### src/rtl/aes_key_sched_ctrl.sv
// Iterative AES-128 key-schedule controller: drives one external combinational
// expansion core for NR cycles and keeps the cipher key plus all round keys in a register file.
module aes_key_sched_ctrl #(
  parameter int NR     = 10,
  parameter bit RD_REG = 1'b0
) (
  input  logic         clk,
  input  logic         rst_n,
  input  logic [127:0] key,
  input  logic         key_valid,
  output logic         key_ready,
  input  logic         clear,
  output logic [127:0] core_key_in,
  output logic [7:0]   core_rcon_index,
  input  logic [127:0] core_key_out,
  output logic         busy,
  output logic         done,
  output logic         keys_valid,
  input  logic [3:0]   rk_addr,
  output logic [127:0] rk_data
);

  typedef enum logic [1:0] {
    IDLE   = 2'd0,
    EXPAND = 2'd1,
    READY  = 2'd2
  } state_t;

  localparam logic [3:0] LAST_RND = 4'(NR);

  state_t       state_r;
  state_t       state_s;
  logic [3:0]   cnt_r;
  logic [127:0] work_r;
  logic [127:0] rk_mem_r [0:NR];
  logic         done_r;
  logic         keys_valid_r;
  logic         accept_s;
  logic         wr_s;
  logic         last_s;
  logic [127:0] rd_sel_s;

  // clear outranks a pending key; key_ready already masks requests during EXPAND
  assign accept_s = key_valid && key_ready && !clear;
  assign wr_s     = (state_r == EXPAND) && !clear;
  assign last_s   = wr_s && (cnt_r == LAST_RND);

  // State register
  always_ff @(posedge clk or negedge rst_n) begin
    if (!rst_n) begin
      state_r <= IDLE;
    end else begin
      state_r <= state_s;
    end
  end

  // Next-state logic
  always_comb begin
    state_s = state_r;
    case (state_r)
      IDLE, READY: begin
        if (clear)          state_s = IDLE;
        else if (key_valid) state_s = EXPAND;
        else                state_s = state_r;
      end
      EXPAND: begin
        if (clear)                    state_s = IDLE;
        else if (cnt_r == LAST_RND)   state_s = READY;
        else                          state_s = EXPAND;
      end
      default: state_s = IDLE;
    endcase
  end

  // State-decoded outputs
  always_comb begin
    key_ready       = 1'b1;
    busy            = 1'b0;
    core_rcon_index = 8'h00;
    case (state_r)
      IDLE, READY: begin
        key_ready       = 1'b1;
        busy            = 1'b0;
        core_rcon_index = 8'h00;
      end
      EXPAND: begin
        key_ready       = 1'b0;
        busy            = 1'b1;
        core_rcon_index = {4'h0, cnt_r};
      end
      default: begin
        key_ready       = 1'b1;
        busy            = 1'b0;
        core_rcon_index = 8'h00;
      end
    endcase
  end

  assign core_key_in = work_r;
  assign done        = done_r;
  assign keys_valid  = keys_valid_r;

  // Register file, working key, round counter and status flags
  always_ff @(posedge clk or negedge rst_n) begin
    if (!rst_n) begin
      for (int i = 0; i <= NR; i++) rk_mem_r[i] <= 128'h0;
      work_r       <= 128'h0;
      cnt_r        <= 4'd0;
      done_r       <= 1'b0;
      keys_valid_r <= 1'b0;
    end else begin
      done_r <= last_s;
      if (clear)         keys_valid_r <= 1'b0;
      else if (last_s)   keys_valid_r <= 1'b1;
      else if (accept_s) keys_valid_r <= 1'b0;
      else               keys_valid_r <= keys_valid_r;
      if (accept_s) begin
        rk_mem_r[0] <= key;
        work_r      <= key;
        cnt_r       <= 4'd1;
      end else if (wr_s) begin
        rk_mem_r[cnt_r] <= core_key_out;
        work_r          <= core_key_out;
        cnt_r           <= cnt_r + 4'd1;
      end else begin
        work_r <= work_r;
        cnt_r  <= cnt_r;
      end
    end
  end

  // Read mux; addresses beyond the last round key read as zero
  always_comb begin
    rd_sel_s = 128'h0;
    if (rk_addr <= LAST_RND) rd_sel_s = rk_mem_r[rk_addr];
    else                     rd_sel_s = 128'h0;
  end

  generate
    if (RD_REG) begin : g_rd_reg
      logic [127:0] rk_data_r;
      // Registered read: sampled before any same-edge write lands
      always_ff @(posedge clk or negedge rst_n) begin
        if (!rst_n) rk_data_r <= 128'h0;
        else        rk_data_r <= rd_sel_s;
      end
      assign rk_data = rk_data_r;
    end else begin : g_rd_comb
      assign rk_data = rd_sel_s;
    end
  endgenerate

endmodule

### config.mk
export PLATFORM = sky130hd
export DESIGN_NAME = aes_key_sched_ctrl
export DESIGN_NICKNAME = d
export VERILOG_FILES = /design/src/rtl/aes_key_sched_ctrl.sv
export SDC_FILE = /design/constraint.sdc
export NUM_CORES = 2
export LEC_CHECK = 0
export CORE_ASPECT_RATIO = 1.2
export CORE_MARGIN = 10
export CORE_UTILIZATION = 30
export CTS_BUF_LIST = sky130_fd_sc_hd__clkbuf_4 sky130_fd_sc_hd__clkbuf_8 sky130_fd_sc_hd__clkbuf_16
export DETAILED_ROUTE_END_ITERATION = 12
export HOLD_SLACK_MARGIN = 0.15
export PLACE_DENSITY = 0.53
export SETUP_SLACK_MARGIN = 0.1
export SYNTH_ARGS = -nofsm -noshare
export SYNTH_HDL_FRONTEND = slang
export SYNTH_SLANG_ARGS = --single-unit
### constraint.sdc
create_clock -name clk -period 2.3 [get_ports clk]
set_input_delay 0.345 -clock clk [delete_from_list [all_inputs] [get_ports clk]]
set_output_delay 0.345 -clock clk [all_outputs]
set_load 0.05 [all_outputs]
Word level (Yosys, flattened, before mapping)

Cells that the tools add are included.

$add $sub $neg: 1
$lt $le $gt $ge: 4
Equal/unequal tests: 4
Muxes and demuxes: 24
Bitwise gates (word level): 3
Reduce and logical (&&, ||, !) cells: 11

Operators with widths:

| kind                                                                          | count |
|---|---|
| 1408-bit bitwise mux                                                          | 1 |
| 1408-bit 2-to-1 mux                                                           | 1 |
| 128-bit 2-to-1 mux                                                            | 7 |
| 128-bit binary-select mux with 4-bit select                                   | 1 |
| 128-bit demux with 4-bit select                                               | 1 |
| 4-bit 2-to-1 mux                                                              | 3 |
| 5-bit greater-or-equal comparator (second input constant)                     | 2 |
| 4-bit inverter with 5-bit output                                              | 2 |
| 2-bit 2-to-1 mux                                                              | 4 |
| 1-bit logical AND                                                             | 5 |
| 5-bit by 1-bit less-than comparator with 1-bit output (second input constant) | 1 |
| 1-bit 2-to-1 mux                                                              | 5 |
| 4-bit by 1-bit adder with 4-bit output (second input constant)                | 1 |
| 4-bit equality test (second input constant)                                   | 1 |
| 4-bit <= comparator (second input constant)                                   | 1 |
| 2-bit case mux with 2 select lines                                            | 1 |
| 3-bit != test (second input constant)                                         | 1 |
| 3-bit nonzero test                                                            | 1 |
| 2-bit by 1-bit equality test with 1-bit output (second input constant)        | 1 |
| 2-bit equality test (second input constant)                                   | 1 |
| 2-bit logical NOT                                                             | 1 |
| 2-bit AND reduction                                                           | 1 |
| 2-bit nonzero test                                                            | 1 |
| 2-bit OR reduction                                                            | 1 |
| 2 further kinds                                                               | 2 |

Bits in registers: 1544
Output and inout bits: 268

Logic depth before layout (Yosys ltp)

Word-level depth: 8
Mapped depth: 9

Least setup slack after synthesis

OpenSTA, ideal clock, no wires.

Path kind: input port to output port
Start point: input port rk_addr[0]
End point: output port rk_data[107]
Arrival: 2584 ps
Data required time: 1955 ps
Slack: -629 ps
Stages: 7
Path buffers: 4
Cells stage by stage: buf_2 -> buf_2 -> nor2b_1 -> clkbuf_1 -> clkbuf_1 -> a21oi_1 -> o21ai_0

Cells in the longest elaborated chain, start to end: 5

Ends and longest elaborated chain:

| what                                                   | RTL line | RTL |
|---|---|---|
| start: declaration                                     | 19       | `input logic [3:0] rk_addr,` |
| 4-bit inverter with 5-bit output (not written as such) | 135      | `if (rk_addr <= LAST_RND) rd_sel_s = rk_mem_r[rk_addr];` |
| 128-bit binary-select mux with 4-bit select            | 135      |  |
| 128-bit 2-to-1 mux (not written as such) (2 in series) | 135      |  |
| 128-bit 2-to-1 mux *                                   | 135      |  |
| end: declaration                                       | 20       | `output logic [127:0] rk_data` |

Every way passes the cells marked *; elsewhere a longest branch is shown, timed or not. The select of a mux whose other input is x is not followed.

Worst setup path after layout

Start point: register rk_mem_r[472] (netlist bit)
End point: output port rk_data[88]

Cells in the longest elaborated chain, start to end: 4

Ends and longest elaborated chain:

| what                                                   | RTL line | RTL |
|---|---|---|
| start: declaration                                     | 35       | `logic [127:0] rk_mem_r [0:NR];` |
| start signal: indexed assignment                       | 122      | `rk_mem_r[cnt_r] <= core_key_out;` |
| 128-bit binary-select mux with 4-bit select            | 135      |  |
| 128-bit 2-to-1 mux (not written as such) (2 in series) | 135      |  |
| 128-bit 2-to-1 mux                                     | 135      |  |

Every way passes these cells. The select of a mux whose other input is x is not followed.

==> flow_metrics.tcl <==
set metrics [dict create \
    status "complete, but fails checks" \
    violations "negative setup slack" \
    drcViolationCount 0 \
    synthCells 5021 \
    post-route-period-util_pct 116 \
    fin_crit_ns 2.66 \
    cts_tree "yes" \
    coreArea_um2 233000 \
    power.density_nw_per_um2 934 \
    initial_core_util_pct 30.1 \
    fin_util_pct 41.1 \
    hp-class "in -> reg" \
    clkTransAtPathRegs_ns 0.06 \
    cts_root_buffer "clkbuf_16" \
    worstPathRequired_ns 1.96 \
    yosys_register_bits 1544 \
    holdWs_ns 0.223 \
    grt_pass1_vias 50500 \
    synth.avg_cell_area_um2 13.9 \
    fin_skew_ns 0.0709 \
    grt_first_pass_wirelength_um 354000 \
    io_pins 532 \
    fin_ws_ns -0.363 \
    track_usage_pct 18.4 \
    cts_max_level 4 \
    ir_drop_mv 0.534 \
    grt_max_degree 85 \
    drive_gt1_share_pct 46.9 \
    grt-ovfl-total 0 \
    yosysTopAreaCell "dfrtp_1" \
    syn_area_um2 70000 \
    yosysWarnings 0 \
    instances_no_fill 9085 \
    wl_um 246000 \
    finalSetupViolCount 163 \
    synthToLayoutAreaGrowth_pct 36.4 \
    rows 194 \
    synthDistinctLibCells 36 \
    finalMaxSlewViolations 0 \
    hold_violations 0 \
    critPathMaxFanout 2 \
    start_kind "flip-flop" \
    portBuffers 527 \
    dr_total_vias 47400 \
    yosys-top-cells-area "dfrtp_1 55%, mux2_2 21%, mux2i_1 5.5%" \
    die-area_um2 253000 \
    slew_headroom_pct 45.8 \
    dr.pass1.iters 5 \
    seq_area_frac_synth_pct 55.2 \
    tightest_slew_ns 0.811 \
    drt_iter0_markers 2801 \
    fp.dieH_um 549 \
    p_leak_uw 0.0441 \
    antenna_found_initial 8 \
    fmax_ghz 0.375 \
    synth-edff-count 0 \
    die_w_um 461 \
    synth-async-reset-ratio_pct 100 \
    cts_made_buffers 177 \
    ant_nets 0 \
    dp.cells 8583 \
    clk_latency_ns 0.86 \
    gp_congestion 0.803 \
    ys.flop_type "dfrtp_1" \
    synth_most_common_cell "dfrtp_1" \
    synth_common_cells "1544 x dfrtp_1, 1280 x mux2_2, 384 x mux2i_1" \
    cts_buffer_depth 4 \
    rsz0062_at_grt "true" \
    synth.top_cell.area_share_pct 55.2 \
    hpwl_um 167000 \
    routedWlPerCell_um 27.1 \
    arrival_ns 2.32 \
    cap_violations 0 \
    path_class "reg -> out" \
    vias_per_cell 5.21 \
    clkSinkCount 1544 \
    nNetsFinal 6177 \
    pre_cts_ws_ns -0.993 \
    end_kind "primary output" \
]
==> state kept, by name, indices dropped and copies added, names as in the netlist <==
signal       cells
keys_valid       1
core_key_in    128
rk_mem_r      1408
done             1
state_r          2
cnt_r            4
==> critical path: stages (launching register included) <==
cell     delay [ns]
dfrtp_1        0.38
mux4_2         0.53
o21ai_2        0.16
o21ai_2        0.09
buf_12         0.15
buf_12         0.14
==> cells by family after synthesis <==
logic type,count (synthesis),share of synthesized area (%)
AO/OA/AOI/OAI,846,8.70
XOR/XNOR,1,0.0125
adder cells (fa/ha/maj),4,0.0715
buffers and inverters,529,3.56
flip-flops,1544,55.2
multiplexers,1792,30.2
other,1,0.00536
AND/OR/NAND/NOR,304,2.26
==> area by class of cell <==
cell class | instances | area (um^2)
inverter | 5 | 26.3
antenna | 5 | 12.5
tap | 3038 | 3800
clock buffer | 264 | 5410
clock inverter | 48 | 617
multi-input combinational | 2951 | 31300
fill | 21400 | 137000
timing repair buffer | 1230 | 15700
sequential | 1544 | 38600
==> cell usage in the layout, fill, tap and decap left out, types with 72 or more instances in the layout <==
| master | instances |
|---|---|
| dfrtp_1 | 1534 |
| mux2_2 | 1255 |
| mux2i_1 | 377 |
| buf_12 | 331 |
| buf_4 | 324 |
| clkdlybuf4s50_1 | 258 |
| clkbuf_16 | 201 |
| a221o_1 | 184 |
| o21ai_2 | 135 |
| nor2_1 | 132 |
| a21oi_1 | 131 |
| mux4_2 | 128 |
| and2_1 | 120 |
| o21ai_4 | 119 |
| dlygate4sd2_1 | 109 |
| a221oi_1 | 101 |
| o21a_1 | 72 |
| o22a_1 | 72 |
| dlygate4sd3_1 | 72 |
==> per-stage QoR <==
stage	area, um^2	total power, uW	TNS (ns)
2_1_floorplan	71200	50000	-0.241
3_3_place_gp	85400	58500	-213.75
3_5_place_dp	85400	59000	-194.84
4_1_cts	93900	89500	-38.80
5_1_grt	95500	93100	-42.52
6_report	95500	89100	-28.77
==> per-layer routing <==
layer	vias to the layer above	global-route usage, %	share of wire, %
met5	-	0	0
li1	20500	-	-
met4	0	4.55	2.5
met2	1231	31.8	50
met3	344	3.04	5.0
met1	25300	24.0	43
==> what timing repair did <==
action,CTS,global route
pin swaps,62,81
gates resized for setup,531,155
buffers inserted,41,34
hold buffers,73,0
hold endpoints to repair,1417,0
cloned,17,27
setup endpoints to repair,1387,650
==> where the power goes <==
group / switching, uW / leakage (uW) / internal, uW
logic: 11100 / 0.0207 / 11300
registers: 3580 / 0.0204 / 33900
clock network: 11900 / 0.00303 / 17400
==> final timing paths <==
| path | end | cells after the start | startpoint | slack, ns |
|---|---|---|---|---|
| worst max-delay path | rk_data[88] | 5 | rk_mem_r[472]$_DFFE_PN0P_ | -0.36 |
| worst min-delay path | core_key_in[76]$_DFFE_PN0P_ | 3 | key[76] | 0.22 |
| worst max register to register | rk_mem_r[1053]$_DFFE_PN0P_ | 12 | state_r[1]$_DFFE_PN0P_ | -0.06 |
| worst min register to register | rk_mem_r[560]$_DFFE_PN0P_ | 1 | rk_mem_r[560]$_DFFE_PN0P_ | 0.50 |
| max in group asynchronous | rk_mem_r[705]$_DFFE_PN0P_ | 3 | rst_n | 1.21 |
| min in group asynchronous | rk_mem_r[1020]$_DFFE_PN0P_ | 3 | rst_n | 0.41 |
(Power assumes the default switching activity.)
